===== src/rtl/window_stream_ctrl.sv =====
// -----------------------------------------------------------------------------
// window_stream_ctrl
//   Sequences a pixel-word stream into the 3-row line-buffer window datapath.
//   It drives the datapath shift enable and tracks the row/column of the next
//   write. It marks which datapath windows are complete and hands them
//   downstream with valid/ready handshaking and frame framing.
//
// Ports
//   clk, rst           clock (rising edge), asynchronous active-high reset
//   in_valid, in_sof   input word available / word is pixel (0,0)
//   in_ready           controller accepts the input word this cycle
//   write_en           datapath shift enable (combinational)
//   out_valid          datapath window w0..w5 is complete and held
//   out_ready          downstream consumes the window
//   out_row, out_col   position of the newest word in the window
//   out_last           final window of the frame
//   frame_done         one-cycle pulse after the last window is consumed
//   sof_err            sticky: in_sof seen mid-frame (cleared by rst only)
//   stat_drop          words discarded in IDLE, saturating (optional)
//   stat_frames        frame_done pulses, saturating (optional)
//
// Optional feature macro: WINDOW_STREAM_CTRL_STATS_EN enables the stat_* ports.
// -----------------------------------------------------------------------------
module window_stream_ctrl #(
  parameter int IMG_WIDTH  = 78,
  parameter int IMG_HEIGHT = 64,
  parameter int COL_W      = 7,
  parameter int ROW_W      = 7
) (
  input  logic             clk,
  input  logic             rst,
  input  logic             in_valid,
  input  logic             in_sof,
  output logic             in_ready,
  output logic             write_en,
  output logic             out_valid,
  input  logic             out_ready,
  output logic [ROW_W-1:0] out_row,
  output logic [COL_W-1:0] out_col,
  output logic             out_last,
  output logic             frame_done,
  output logic             sof_err
`ifdef WINDOW_STREAM_CTRL_STATS_EN
  ,
  output logic [15:0]      stat_drop,
  output logic [15:0]      stat_frames
`endif
);

  localparam logic [COL_W-1:0] COL_ZERO = {COL_W{1'b0}};
  localparam logic [ROW_W-1:0] ROW_ZERO = {ROW_W{1'b0}};
  localparam logic [COL_W-1:0] COL_ONE  = COL_W'(1);
  localparam logic [ROW_W-1:0] ROW_ONE  = ROW_W'(1);
  localparam logic [COL_W-1:0] LAST_COL = COL_W'(IMG_WIDTH - 1);
  localparam logic [ROW_W-1:0] LAST_ROW = ROW_W'(IMG_HEIGHT - 1);
  // First row whose writes complete a 3-row window.
  localparam logic [ROW_W-1:0] WIN_ROW  = ROW_W'(2);

  typedef enum logic [1:0] {
    IDLE   = 2'd0,
    ACTIVE = 2'd1,
    DRAIN  = 2'd2
  } state_t;

  state_t           state_r;
  logic [ROW_W-1:0] row_r;
  logic [COL_W-1:0] col_r;
  logic             out_valid_r;
  logic [ROW_W-1:0] out_row_r;
  logic [COL_W-1:0] out_col_r;
  logic             out_last_r;
  logic             frame_done_r;
  logic             sof_err_r;

  logic             in_ready_s;
  logic             write_s;
  logic [ROW_W-1:0] wr_row_s;
  logic [COL_W-1:0] wr_col_s;
  logic [ROW_W-1:0] nxt_row_s;
  logic [COL_W-1:0] nxt_col_s;
  logic             frame_end_s;
  logic             qual_s;
  logic             consume_s;

  // Handshake, write position and window qualification for the current cycle.
  always_comb begin
    in_ready_s = 1'b0;
    case (state_r)
      IDLE:    in_ready_s = 1'b1;
      ACTIVE:  in_ready_s = ~out_valid_r | out_ready;
      DRAIN:   in_ready_s = 1'b0;
      default: in_ready_s = 1'b0;
    endcase

    // IDLE discards non-sof words, so only sof (or any ACTIVE word) shifts.
    write_s = in_valid & in_ready_s & ((state_r != IDLE) | in_sof);

    // A sof word always lands at (0,0), even when it restarts a frame.
    if (in_sof) begin
      wr_row_s = ROW_ZERO;
      wr_col_s = COL_ZERO;
    end else begin
      wr_row_s = row_r;
      wr_col_s = col_r;
    end

    if (wr_col_s == LAST_COL) begin
      nxt_col_s = COL_ZERO;
      nxt_row_s = wr_row_s + ROW_ONE;
    end else begin
      nxt_col_s = wr_col_s + COL_ONE;
      nxt_row_s = wr_row_s;
    end

    frame_end_s = (wr_row_s == LAST_ROW) & (wr_col_s == LAST_COL);
    // Column 0 would straddle a line boundary; rows 0-1 lack a full window.
    qual_s      = write_s & (wr_row_s >= WIN_ROW) & (wr_col_s != COL_ZERO);
    consume_s   = out_valid_r & out_ready;
  end

  // Frame sequencing FSM with row/column position and error tracking.
  always_ff @(posedge clk or posedge rst) begin
    if (rst) begin
      state_r      <= IDLE;
      row_r        <= ROW_ZERO;
      col_r        <= COL_ZERO;
      frame_done_r <= 1'b0;
      sof_err_r    <= 1'b0;
    end else begin
      frame_done_r <= 1'b0;
      case (state_r)
        IDLE: begin
          if (write_s) begin
            state_r <= ACTIVE;
            row_r   <= nxt_row_s;
            col_r   <= nxt_col_s;
          end
        end
        ACTIVE: begin
          if (write_s) begin
            if (in_sof && ((row_r != ROW_ZERO) || (col_r != COL_ZERO))) begin
              sof_err_r <= 1'b1;
            end
            if (frame_end_s) begin
              state_r <= DRAIN;
              row_r   <= ROW_ZERO;
              col_r   <= COL_ZERO;
            end else begin
              row_r   <= nxt_row_s;
              col_r   <= nxt_col_s;
            end
          end
        end
        DRAIN: begin
          if (consume_s && out_last_r) begin
            state_r      <= IDLE;
            frame_done_r <= 1'b1;
          end
        end
        default: begin
          state_r <= IDLE;
          row_r   <= ROW_ZERO;
          col_r   <= COL_ZERO;
        end
      endcase
    end
  end

  // Output window register: a qualifying write wins over a plain consume.
  always_ff @(posedge clk or posedge rst) begin
    if (rst) begin
      out_valid_r <= 1'b0;
      out_row_r   <= ROW_ZERO;
      out_col_r   <= COL_ZERO;
      out_last_r  <= 1'b0;
    end else if (qual_s) begin
      out_valid_r <= 1'b1;
      out_row_r   <= wr_row_s;
      out_col_r   <= wr_col_s;
      out_last_r  <= frame_end_s;
    end else if (consume_s) begin
      out_valid_r <= 1'b0;
      out_last_r  <= 1'b0;
    end
  end

`ifdef WINDOW_STREAM_CTRL_STATS_EN
  logic [15:0] stat_drop_r;
  logic [15:0] stat_frames_r;

  // Saturating counters for discarded idle words and completed frames.
  always_ff @(posedge clk or posedge rst) begin
    if (rst) begin
      stat_drop_r   <= 16'h0000;
      stat_frames_r <= 16'h0000;
    end else begin
      if ((state_r == IDLE) && in_valid && !in_sof && (stat_drop_r != 16'hFFFF)) begin
        stat_drop_r <= stat_drop_r + 16'd1;
      end
      if (frame_done_r && (stat_frames_r != 16'hFFFF)) begin
        stat_frames_r <= stat_frames_r + 16'd1;
      end
    end
  end

  assign stat_drop   = stat_drop_r;
  assign stat_frames = stat_frames_r;
`endif

  assign in_ready   = in_ready_s;
  assign write_en   = write_s;
  assign out_valid  = out_valid_r;
  assign out_row    = out_row_r;
  assign out_col    = out_col_r;
  assign out_last   = out_last_r;
  assign frame_done = frame_done_r;
  assign sof_err    = sof_err_r;

endmodule


===== config.mk =====
export PLATFORM = sky130hd
export DESIGN_NAME = window_stream_ctrl
export DESIGN_NICKNAME = d
export VERILOG_FILES = /design/src/rtl/window_stream_ctrl.sv
export SDC_FILE = /design/constraint.sdc
export NUM_CORES = 1
export LEC_CHECK = 0
export CORE_AREA = 2 2 90 92
export DETAILED_ROUTE_END_ITERATION = 8
export DIE_AREA = 0 0 92 94
export GPL_TIMING_DRIVEN = 1
export PLACE_DENSITY_LB_ADDON = 0.12
export SETUP_SLACK_MARGIN = 0.2
export SLEW_MARGIN = 40
export SYNTH_ARGS = -nofsm -noshare
export SYNTH_HDL_FRONTEND = slang
export SYNTH_SLANG_ARGS = --single-unit

===== constraint.sdc =====
create_clock -name clk -period 4.65 [get_ports clk]
set_input_delay 1.395 -clock clk [delete_from_list [all_inputs] [get_ports clk]]
set_output_delay 1.395 -clock clk [all_outputs]
set_load 0.01 [all_outputs]

# After elaboration in Yosys (flattened, before gate mapping)
# Cells that the tools add are included.
# Widths: inputs -> output; s select.
# totals
ff_bits,34
inputBits,5
out_inout_bits,20
word_cells,65
# classes
add_sub_neg,2
magnitude_cmp,1
n_eq_ne,8
mux,23
bitwise_logic,10
reduce_logical,12
# ops
operator,count
$mux 7,10
$pmux 7 s3,2
$reduce_bool 7->1,3
$add 7x1->7 const B,2
$mux 2,4
$ne 2x2->1 const B,4
$eq 7x6->1 const B,1
$eq 7x7->1 const B,1
$ge 7x2->1 const B,1
$and 1x1->1,6
$pmux 2 s3,1
$reduce_and 3->1,2
$mux 1,5
$reduce_and 4->1,1
$reduce_bool 2->1,2
$eq 2x1->1 const B,1
$eq 2x2->1 const B,1
$logic_and 1x1->1,2
$logic_not 2->1,1
$not 1->1,2
$or 1x1->1,2
$pmux 1 s2,1
$logic_or 1x1->1,1

# Depth between registers and ports, before layout
# Gate-level depths: netlist of run 1.
# depth
word_depth,8
depth_mapped,9
depth_no_buf,8

# Worst setup path before layout of run 1
# No wires, ideal clock.
# synth_path
path_type,input -> register
startpoint,input in_sof
endpoint,register row_r[3]
setup_time_ns,0.124
arrival_time_ns,3.257
t_required_ns,4.526
slack_ns,1.269
path_stages,8
n_path_buf,2
cell_sequence,clkbuf_1 clkbuf_1 nor2_1 ha_1 nand2_1 or4_1 o2111a_1 a211o_1
# synth_between
elab_chain_cells,6
elab_cells_between_ends,16
cone_classes,1 x add/sub; 4 x eq/ne; 7 x mux; 3 x bitwise; 1 x reduce/logical
# synth_rtl
element,line,text
from (decl),33,"input logic in_sof,"
$mux 7 (*),99,if (in_sof) begin
via wr_row_s[0],77,logic [ROW_W-1:0] wr_row_s;
$add 7x1->7 / $eq 7x6->1 (equally long branches),"109, 115",
$mux 7 / $and 1x1->1 (equally long branches),"107, 115",
$mux 7,144,if (frame_end_s) begin
$mux 7,140,if (write_s) begin
$pmux 7 s3 (*),131,case (state_r)
to (signal assigned),135,row_r <= nxt_row_s;
to (signal assigned),149,row_r <= nxt_row_s;
to (decl),66,logic [ROW_W-1:0] row_r;
# Mark *: on every way through the listed nets, which the timed path passes. The rest lies on a longest branch. The select of a mux whose other input is x is not followed.
# A chain may end at the register's enable or synchronous reset.

# Final worst setup path of run 1
# layout_path
startpoint,input out_ready
endpoint,output write_en
# layout_between
elab_chain_cells,4
# layout_rtl
element,line,text
from (decl),37,"input logic out_ready,"
$or 1x1->1,90,ACTIVE: in_ready_s = ~out_valid_r | out_ready;
$pmux 1 s2,88,case (state_r)
$and 1x1->1 (2 in series),96,write_s = in_valid & in_ready_s & ((state_r != IDLE) | in_sof);
to (decl),35,"output logic write_en,"
# No other way between the ends.

==> results of run 1 <==
metal layers:
metal  wire, µm  global-route usage, %
met3        131                   3.21
met5          0                      0
met1       2340                   15.5
met2       2120                   18.5
met4         53                   4.10
area by class of cell:
class | instances | area (µm²) | share of cell area (%)
Timing Repair Buffer | 28 | 273 | 11.8
Tap cell | 102 | 128 | 5.50
Inverter | 19 | 76.3 | 3.29
Sequential cell | 34 | 851 | 36.7
Clock buffer | 7 | 86.3 | 3.72
Multi-Input combinational cell | 120 | 900 | 38.8
Clock inverter | 1 | 5.00 | 0.216
flip-flops by register name, indices dropped and copies added (netlist names):
| register | flops |
|---|---|
| out_row | 7 |
| row_r | 7 |
| out_last | 1 |
| state_r | 2 |
| out_valid | 1 |
| out_col | 7 |
| sof_err | 1 |
| col_r | 7 |
| frame_done | 1 |
worst max-delay path, stage by stage:
cell and delay, ps:
clkdlybuf4s50_1 520, nor2b_1 100, a211o_1 390, clkinv_4 70, clkdlybuf4s50_1 530
per-stage QoR:
stage | hold WS (ps) | instance area, µm²
6_report | 486 | 2320
5_1_grt | 513 | 2320
4_1_cts | 496 | 2320
3_5_place_dp | 479 | 2220
3_3_place_gp | 472 | 2220
2_1_floorplan | 477 | 1860
cell families (layout without fill, tap and decap cells):
group | Yosys count | count (layout) | synth area share (%)
xor+xnor | 1 | 1 | 0.471
fa+ha+maj | 5 | 5 | 3.37
buf+inv | 25 | 55 | 5.79
compound gates | 33 | 33 | 14.3
flops | 34 | 34 | 45.8
simple gates | 64 | 64 | 19.0
mux | 17 | 17 | 11.2
synthesized netlist by cell type (3+ instances only):
cell      instances  share of area [%]
mux2_2            5                3.0
nand2_1           9                1.8
inv_1            18                3.6
nand3_1           7                1.9
mux2i_1           4                2.2
ha_1              5                3.4
nor3_1            5                1.3
clkbuf_1          4               0.81
dfrtp_1          34                 46
mux2_4            6                4.8
a21oi_1           4                1.1
or4_1             4                1.6
nor2b_1           7                2.4
nor4_1            4                1.3
nor2_1           13                2.6
o22ai_1           4                1.3
nand4b_1          3                1.4
final timing paths:
path                           start    endpoint
setup / recovery           out_ready    write_en
hold / removal               sof_err     sof_err
setup reg to reg            col_r[0]    row_r[1]
hold reg to reg              sof_err     sof_err
max in group asynchronous        rst    row_r[1]
min in group asynchronous        rst  out_col[5]
timing repair:
item,4_1_cts,5_1_grt
endpoints found under the setup margin,0,1
resized for setup,0,1
hold endpoints to repair,0,0
power groups by stage:
stage	Sequential (mW)	Combinational, mW	Clock [mW]
final	0.333	0.108	0.230
after detailed placement	0.338	0.109	0
after CTS	0.333	0.110	0.239
after global placement	0.338	0.110	0
after global routing	0.336	0.119	0.250
after floorplan	0.342	0.0523	0
==> run_summary.xml, run 1 <==
<?xml version="1.0" encoding="UTF-8"?>
<metrics>
  <group name="power_and_ir_drop">
    <metric name="power.switching" unit="mW">0.177</metric>
    <metric name="power.total" unit="mW">0.670</metric>
    <metric name="p_comb_share" unit="%">16.1</metric>
    <metric name="power_report.internal_total" unit="mW">0.493</metric>
    <metric name="swShare" unit="%">26.5</metric>
    <metric name="pwr-share-clk" unit="%">34.3</metric>
    <metric name="cellLeakagePower" unit="nW">0.988</metric>
    <metric name="vdd_ir_drop_max" unit="V">0.000137</metric>
    <metric name="power.sequential.fraction" unit="%">49.7</metric>
    <metric name="power.density" unit="nW/µm²">289</metric>
  </group>
  <group name="logic_synthesis">
    <metric name="synthesis.yosys.warnings" unit="">0</metric>
    <metric name="syn-mean-instance-area" unit="µm²">10.4</metric>
    <metric name="synth_enable_flop_cells" unit="">0</metric>
    <metric name="syn-instance-count" unit="">179</metric>
    <metric name="yosys_register_bits" unit="">34</metric>
    <metric name="synthDistinctLibCells" unit="">47</metric>
    <metric name="async_reset_ff_share" unit="%">100</metric>
    <metric name="synth_seq_area_share" unit="%">45.8</metric>
    <metric name="yosys_most_used_dff" unit="">dfrtp_1</metric>
    <metric name="synth.net_count" unit="">189</metric>
    <metric name="syn-cell-area" unit="µm²">1860</metric>
  </group>
  <group name="critical_path">
    <metric name="crit_arrival" unit="ps">3000</metric>
    <metric name="end_kind" unit="">primary output</metric>
    <metric name="ff2ff_setup_slack" unit="ps">2320</metric>
    <metric name="r2r_cells" unit="">6</metric>
    <metric name="cp_data_required_time" unit="ps">3250</metric>
    <metric name="crit_path_max_fanout" unit="">4</metric>
    <metric name="cp-start-kind" unit="">input port</metric>
    <metric name="type_of_the_worst_setup_path" unit="">input port to primary output</metric>
  </group>
  <group name="drt">
    <metric name="drt-wirelength-per-cell" unit="µm">14.9</metric>
    <metric name="number_of_remaining_drc_errors" unit="">0</metric>
    <metric name="detail_route.iter0.violations" unit="">38</metric>
    <metric name="drt-vias-per-instance" unit="">4.61</metric>
    <metric name="finalWirelength" unit="mm">4.64</metric>
    <metric name="number_of_optimization_iterations_in_the_first_detailed_route_pass" unit="">4</metric>
    <metric name="postRouteAntennaNets" unit="">0</metric>
    <metric name="via_count" unit="">1433</metric>
  </group>
  <group name="place">
    <metric name="port_buffers" unit="">24</metric>
    <metric name="post-dp-hpwl" unit="mm">3.39</metric>
    <metric name="gp_congestion" unit="">0.782</metric>
    <metric name="place_inst" unit="">303</metric>
    <metric name="pre_cts_ws" unit="ps">207</metric>
  </group>
  <group name="grt">
    <metric name="grt_pass1_wl" unit="mm">7.88</metric>
    <metric name="grt_pass1_vias" unit="">1554</metric>
    <metric name="antenna_found_initial" unit="">0</metric>
    <metric name="grt_start_max_net_pins" unit="">26</metric>
    <metric name="overflow_after_grt" unit="">0</metric>
    <metric name="globalRouteTotalUtil" unit="%">11.7</metric>
  </group>
  <group name="cells_and_area">
    <metric name="stdcell_count" unit="">311</metric>
    <metric name="mostFrequentLayoutCell" unit="">dfrtp_1</metric>
    <metric name="area_growth" unit="%">24.8</metric>
    <metric name="finish.utilization" unit="%">30.5</metric>
    <metric name="antennaDiodeCount" unit="">0</metric>
    <metric name="layout_common_cells" unit="">34 x dfrtp_1, 23 x clkdlybuf4s50_1, 17 x inv_1, 13 x nor2_1, 9 x nand2_1</metric>
    <metric name="final_net_count" unit="">218</metric>
    <metric name="num-fill-cells" unit="">822</metric>
    <metric name="layout_cells_sized_above_1" unit="%">12.4</metric>
  </group>
  <group name="cts">
    <metric name="worst_skew_pair.late_latency" unit="ps">290</metric>
    <metric name="cts_hold_repair.buffers" unit="">0</metric>
    <metric name="post-cts-setup-buffers" unit="">0</metric>
    <metric name="number_of_h_tree_levels" unit="">2</metric>
    <metric name="clock_transition_at_the_registers_of_the_reported_paths" unit="ps">70</metric>
    <metric name="ctsRootBufferMaster" unit="">clkbuf_8</metric>
    <metric name="number_of_buffers_created_by_cts" unit="">5</metric>
    <metric name="cts_tree" unit="">done</metric>
    <metric name="largest_buffer_count_on_any_clock_path" unit="">2</metric>
    <metric name="count_of_clock_tree_sinks" unit="">34</metric>
  </group>
  <group name="floorplanning">
    <metric name="initial_utilization" unit="%">24.4</metric>
    <metric name="floorplan.rows" unit="">32</metric>
    <metric name="die_width" unit="µm">92</metric>
    <metric name="num_io_pins" unit="">25</metric>
    <metric name="vert_die_dim" unit="µm">94</metric>
    <metric name="die_outline_area" unit="µm²">8650</metric>
    <metric name="core" unit="µm²">7610</metric>
  </group>
  <group name="sta">
    <metric name="fmax" unit="GHz">0.227</metric>
    <metric name="timing.clock.skew" unit="ps">11.2</metric>
    <metric name="tns" unit="ps">0</metric>
    <metric name="transition_time_of_the_tightest_slew_check_pin" unit="ps">727</metric>
    <metric name="setup_ws" unit="ps">254</metric>
    <metric name="worst_slew_margin" unit="%">51.5</metric>
    <metric name="final-hold-violation-count" unit="">0</metric>
    <metric name="report.final.slew_viol_count" unit="">0</metric>
    <metric name="setup_violations" unit="">0</metric>
    <metric name="period_share" unit="%">94.5</metric>
    <metric name="rsz0062_at_grt" unit="">false</metric>
    <metric name="period_minus_slack" unit="ps">4400</metric>
  </group>
  <group name="hold_path">
    <metric name="holdPathStages" unit="">1</metric>
    <metric name="timing.hold.worst.class" unit="">flop to flop</metric>
  </group>
  <group name="flow_run">
    <metric name="max_cap_viol_count" unit="">0</metric>
  </group>
  <group name="status">
    <metric name="run_status" unit="">finished clean</metric>
  </group>
</metrics>
Power figures use the tool's default switching activity.
==> run 2: changes to the inputs <==
Settings changed: CAP_MARGIN set to 5.
==> results of run 2 <==
The final DEF is identical to that of run 1; final timing and power are the same.
==> run 3: changes to the inputs <==
Clock period 4.65 ns to 5.7 ns, I/O delays scaled along.
==> run 3 against run 2 <==
- register-to-register slack better by 1000 ps
- combinational power is 20% lower
- clock skew is 6.3 ps lower
- worst setup slack better by 300 ps
- core utilization is 0.21 points higher
- global-route usage hardly changed
- flip-flop and latch count stayed put
- die area stayed put
- cell area is 0.70% higher
- sequential power is 18% lower
- first-iteration DRC count is 66% higher
- cell count is 0.32% lower
==> run_summary.xml, run 3 (synthesis gave the netlist of run 1 again) <==
<?xml version="1.0" encoding="UTF-8"?>
<metrics>
  <group name="drt">
    <metric name="drt-vias-per-instance" unit="">4.72</metric>
    <metric name="top_layer" unit="">met4</metric>
    <metric name="number_of_optimization_iterations_in_the_first_detailed_route_pass" unit="">4</metric>
    <metric name="detail_route.iter0.violations" unit="">63</metric>
    <metric name="number_of_remaining_drc_errors" unit="">0</metric>
    <metric name="via_count" unit="">1462</metric>
    <metric name="finalWirelength" unit="mm">4.68</metric>
    <metric name="drt-wirelength-per-cell" unit="µm">15.1</metric>
    <metric name="met3_length" unit="µm">90</metric>
    <metric name="met2_wirelength" unit="mm">2.21</metric>
    <metric name="postRouteAntennaNets" unit="">0</metric>
    <metric name="route.layer.met1.wl" unit="mm">2.33</metric>
  </group>
  <group name="cells_and_area">
    <metric name="antennaDiodeCount" unit="">0</metric>
    <metric name="mostFrequentLayoutCell" unit="">dfrtp_1</metric>
    <metric name="layout_cells_sized_above_1" unit="%">12.5</metric>
    <metric name="sequential_cell_area" unit="µm²">851</metric>
    <metric name="num-fill-cells" unit="">806</metric>
    <metric name="layout_common_cells" unit="">34 x dfrtp_1, 24 x clkdlybuf4s50_1, 18 x inv_1, 13 x nor2_1, 9 x nand2_1</metric>
    <metric name="final_net_count" unit="">217</metric>
    <metric name="multi_input_area" unit="µm²">900</metric>
    <metric name="final_cell_area" unit="µm²">2330</metric>
    <metric name="area_growth" unit="%">25.7</metric>
  </group>
  <group name="place">
    <metric name="port_buffers" unit="">24</metric>
    <metric name="gp_congestion" unit="">0.809</metric>
    <metric name="post-dp-hpwl" unit="mm">3.38</metric>
    <metric name="dpl-instance-area" unit="µm²">2210</metric>
  </group>
  <group name="critical_path">
    <metric name="worstSetupStartpoint" unit="">in_valid</metric>
    <metric name="crit_arrival" unit="ps">3440</metric>
    <metric name="crit_path_max_fanout" unit="">10</metric>
    <metric name="cp-start-kind" unit="">input port</metric>
    <metric name="type_of_the_worst_setup_path" unit="">input port to primary output</metric>
    <metric name="r2r_start" unit="">col_r[0]</metric>
    <metric name="end_kind" unit="">primary output</metric>
    <metric name="cp_data_required_time" unit="ps">3990</metric>
  </group>
  <group name="sta">
    <metric name="final-hold-violation-count" unit="">0</metric>
    <metric name="timing.clock.skew" unit="ps">4.90</metric>
    <metric name="setup_violations" unit="">0</metric>
    <metric name="report.final.slew_viol_count" unit="">0</metric>
    <metric name="period_share" unit="%">90.3</metric>
    <metric name="tns" unit="ps">0</metric>
    <metric name="rsz0062_at_grt" unit="">false</metric>
    <metric name="period_minus_slack" unit="ps">5150</metric>
    <metric name="transition_time_of_the_tightest_slew_check_pin" unit="ps">520</metric>
    <metric name="worst_slew_margin" unit="%">65.1</metric>
    <metric name="fmax" unit="GHz">0.194</metric>
  </group>
  <group name="power_and_ir_drop">
    <metric name="power.density" unit="nW/µm²">243</metric>
    <metric name="vdd_ir_drop_max" unit="V">0.0000952</metric>
    <metric name="cellLeakagePower" unit="nW">0.991</metric>
  </group>
  <group name="floorplanning">
    <metric name="die_outline_area" unit="µm²">8650</metric>
    <metric name="vert_die_dim" unit="µm">94</metric>
    <metric name="floorplan.rows" unit="">32</metric>
    <metric name="die_width" unit="µm">92</metric>
    <metric name="initial_utilization" unit="%">24.4</metric>
    <metric name="num_io_pins" unit="">25</metric>
    <metric name="core" unit="µm²">7610</metric>
  </group>
  <group name="cts">
    <metric name="ctsRootBufferMaster" unit="">clkbuf_8</metric>
    <metric name="cts_tree" unit="">done</metric>
    <metric name="largest_buffer_count_on_any_clock_path" unit="">2</metric>
    <metric name="cts_hold_repair.buffers" unit="">0</metric>
    <metric name="number_of_h_tree_levels" unit="">2</metric>
    <metric name="count_of_clock_tree_sinks" unit="">34</metric>
    <metric name="cts.repair.resized" unit="">0</metric>
    <metric name="post-cts-setup-buffers" unit="">0</metric>
    <metric name="worst_skew_pair.late_latency" unit="ps">280</metric>
    <metric name="clock_transition_at_the_registers_of_the_reported_paths" unit="ps">70</metric>
    <metric name="number_of_buffers_created_by_cts" unit="">5</metric>
  </group>
  <group name="status">
    <metric name="run_status" unit="">finished clean</metric>
  </group>
  <group name="hold_path">
    <metric name="worstHoldStart" unit="">sof_err</metric>
    <metric name="timing.hold.worst.class" unit="">flop to flop</metric>
  </group>
  <group name="grt">
    <metric name="grt_pass1_vias" unit="">1531</metric>
    <metric name="overflow_after_grt" unit="">0</metric>
    <metric name="globalRouteTotalUtil" unit="%">11.8</metric>
    <metric name="grt_start_max_net_pins" unit="">35</metric>
    <metric name="antenna_found_initial" unit="">0</metric>
    <metric name="grt_pass1_wl" unit="mm">7.87</metric>
  </group>
  <group name="flow_run">
    <metric name="max_cap_viol_count" unit="">0</metric>
  </group>
</metrics>
## run 3: path summary, 6_finish.rpt
kind | to | slack (ps) | cells after the start
max reg2reg | row_r[1] | 3360 | 6
min reg2reg | sof_err | 480 | 1
max in group asynchronous | out_row[5] | 3550 | 3
max | write_en | 550 | 5
min in group asynchronous | out_col[2] | 1830 | 3
min | sof_err | 480 | 1
## run 3: where the power goes
| group | switching [mW] | internal (mW) |
|---|---|---|
| registers | 0.0138 | 0.258 |
| logic | 0.0404 | 0.0462 |
| clock network | 0.0874 | 0.122 |
| total | 0.142 | 0.426 |
## run 3: final cells by class
class	count	share of cell area [%]
repair buffers	27	11.6
flip-flops and latches	34	36.4
inverters	19	3.27
well taps	102	5.47
clock buffers	8	4.72
multi-input cells	120	38.5
## run 3: layer usage
layer,GRT usage [%],vias up
met1,15.8,727
met3,2.49,4
li1,-,708
met4,3.98,0
met5,0,-
met2,18.9,23
## run 3: critical path, cell delays in order
cell	delay, ps
clkdlybuf4s50_1	570
nand2b_1	120
a211o_1	360
clkinv_4	120
clkdlybuf4s50_1	540
## run 3: per-stage QoR
stage	utilization, %	setup WS, ps	std cells	power (mW)	hold slack (ps)
after floorplan	-	1790	179	0.322	477
after global placement	29.0	613	301	0.365	471
after detailed placement	29.0	585	301	0.364	475
after CTS	30.5	585	309	0.578	491
after global routing	30.7	513	310	0.601	516
final	30.7	553	310	0.568	482
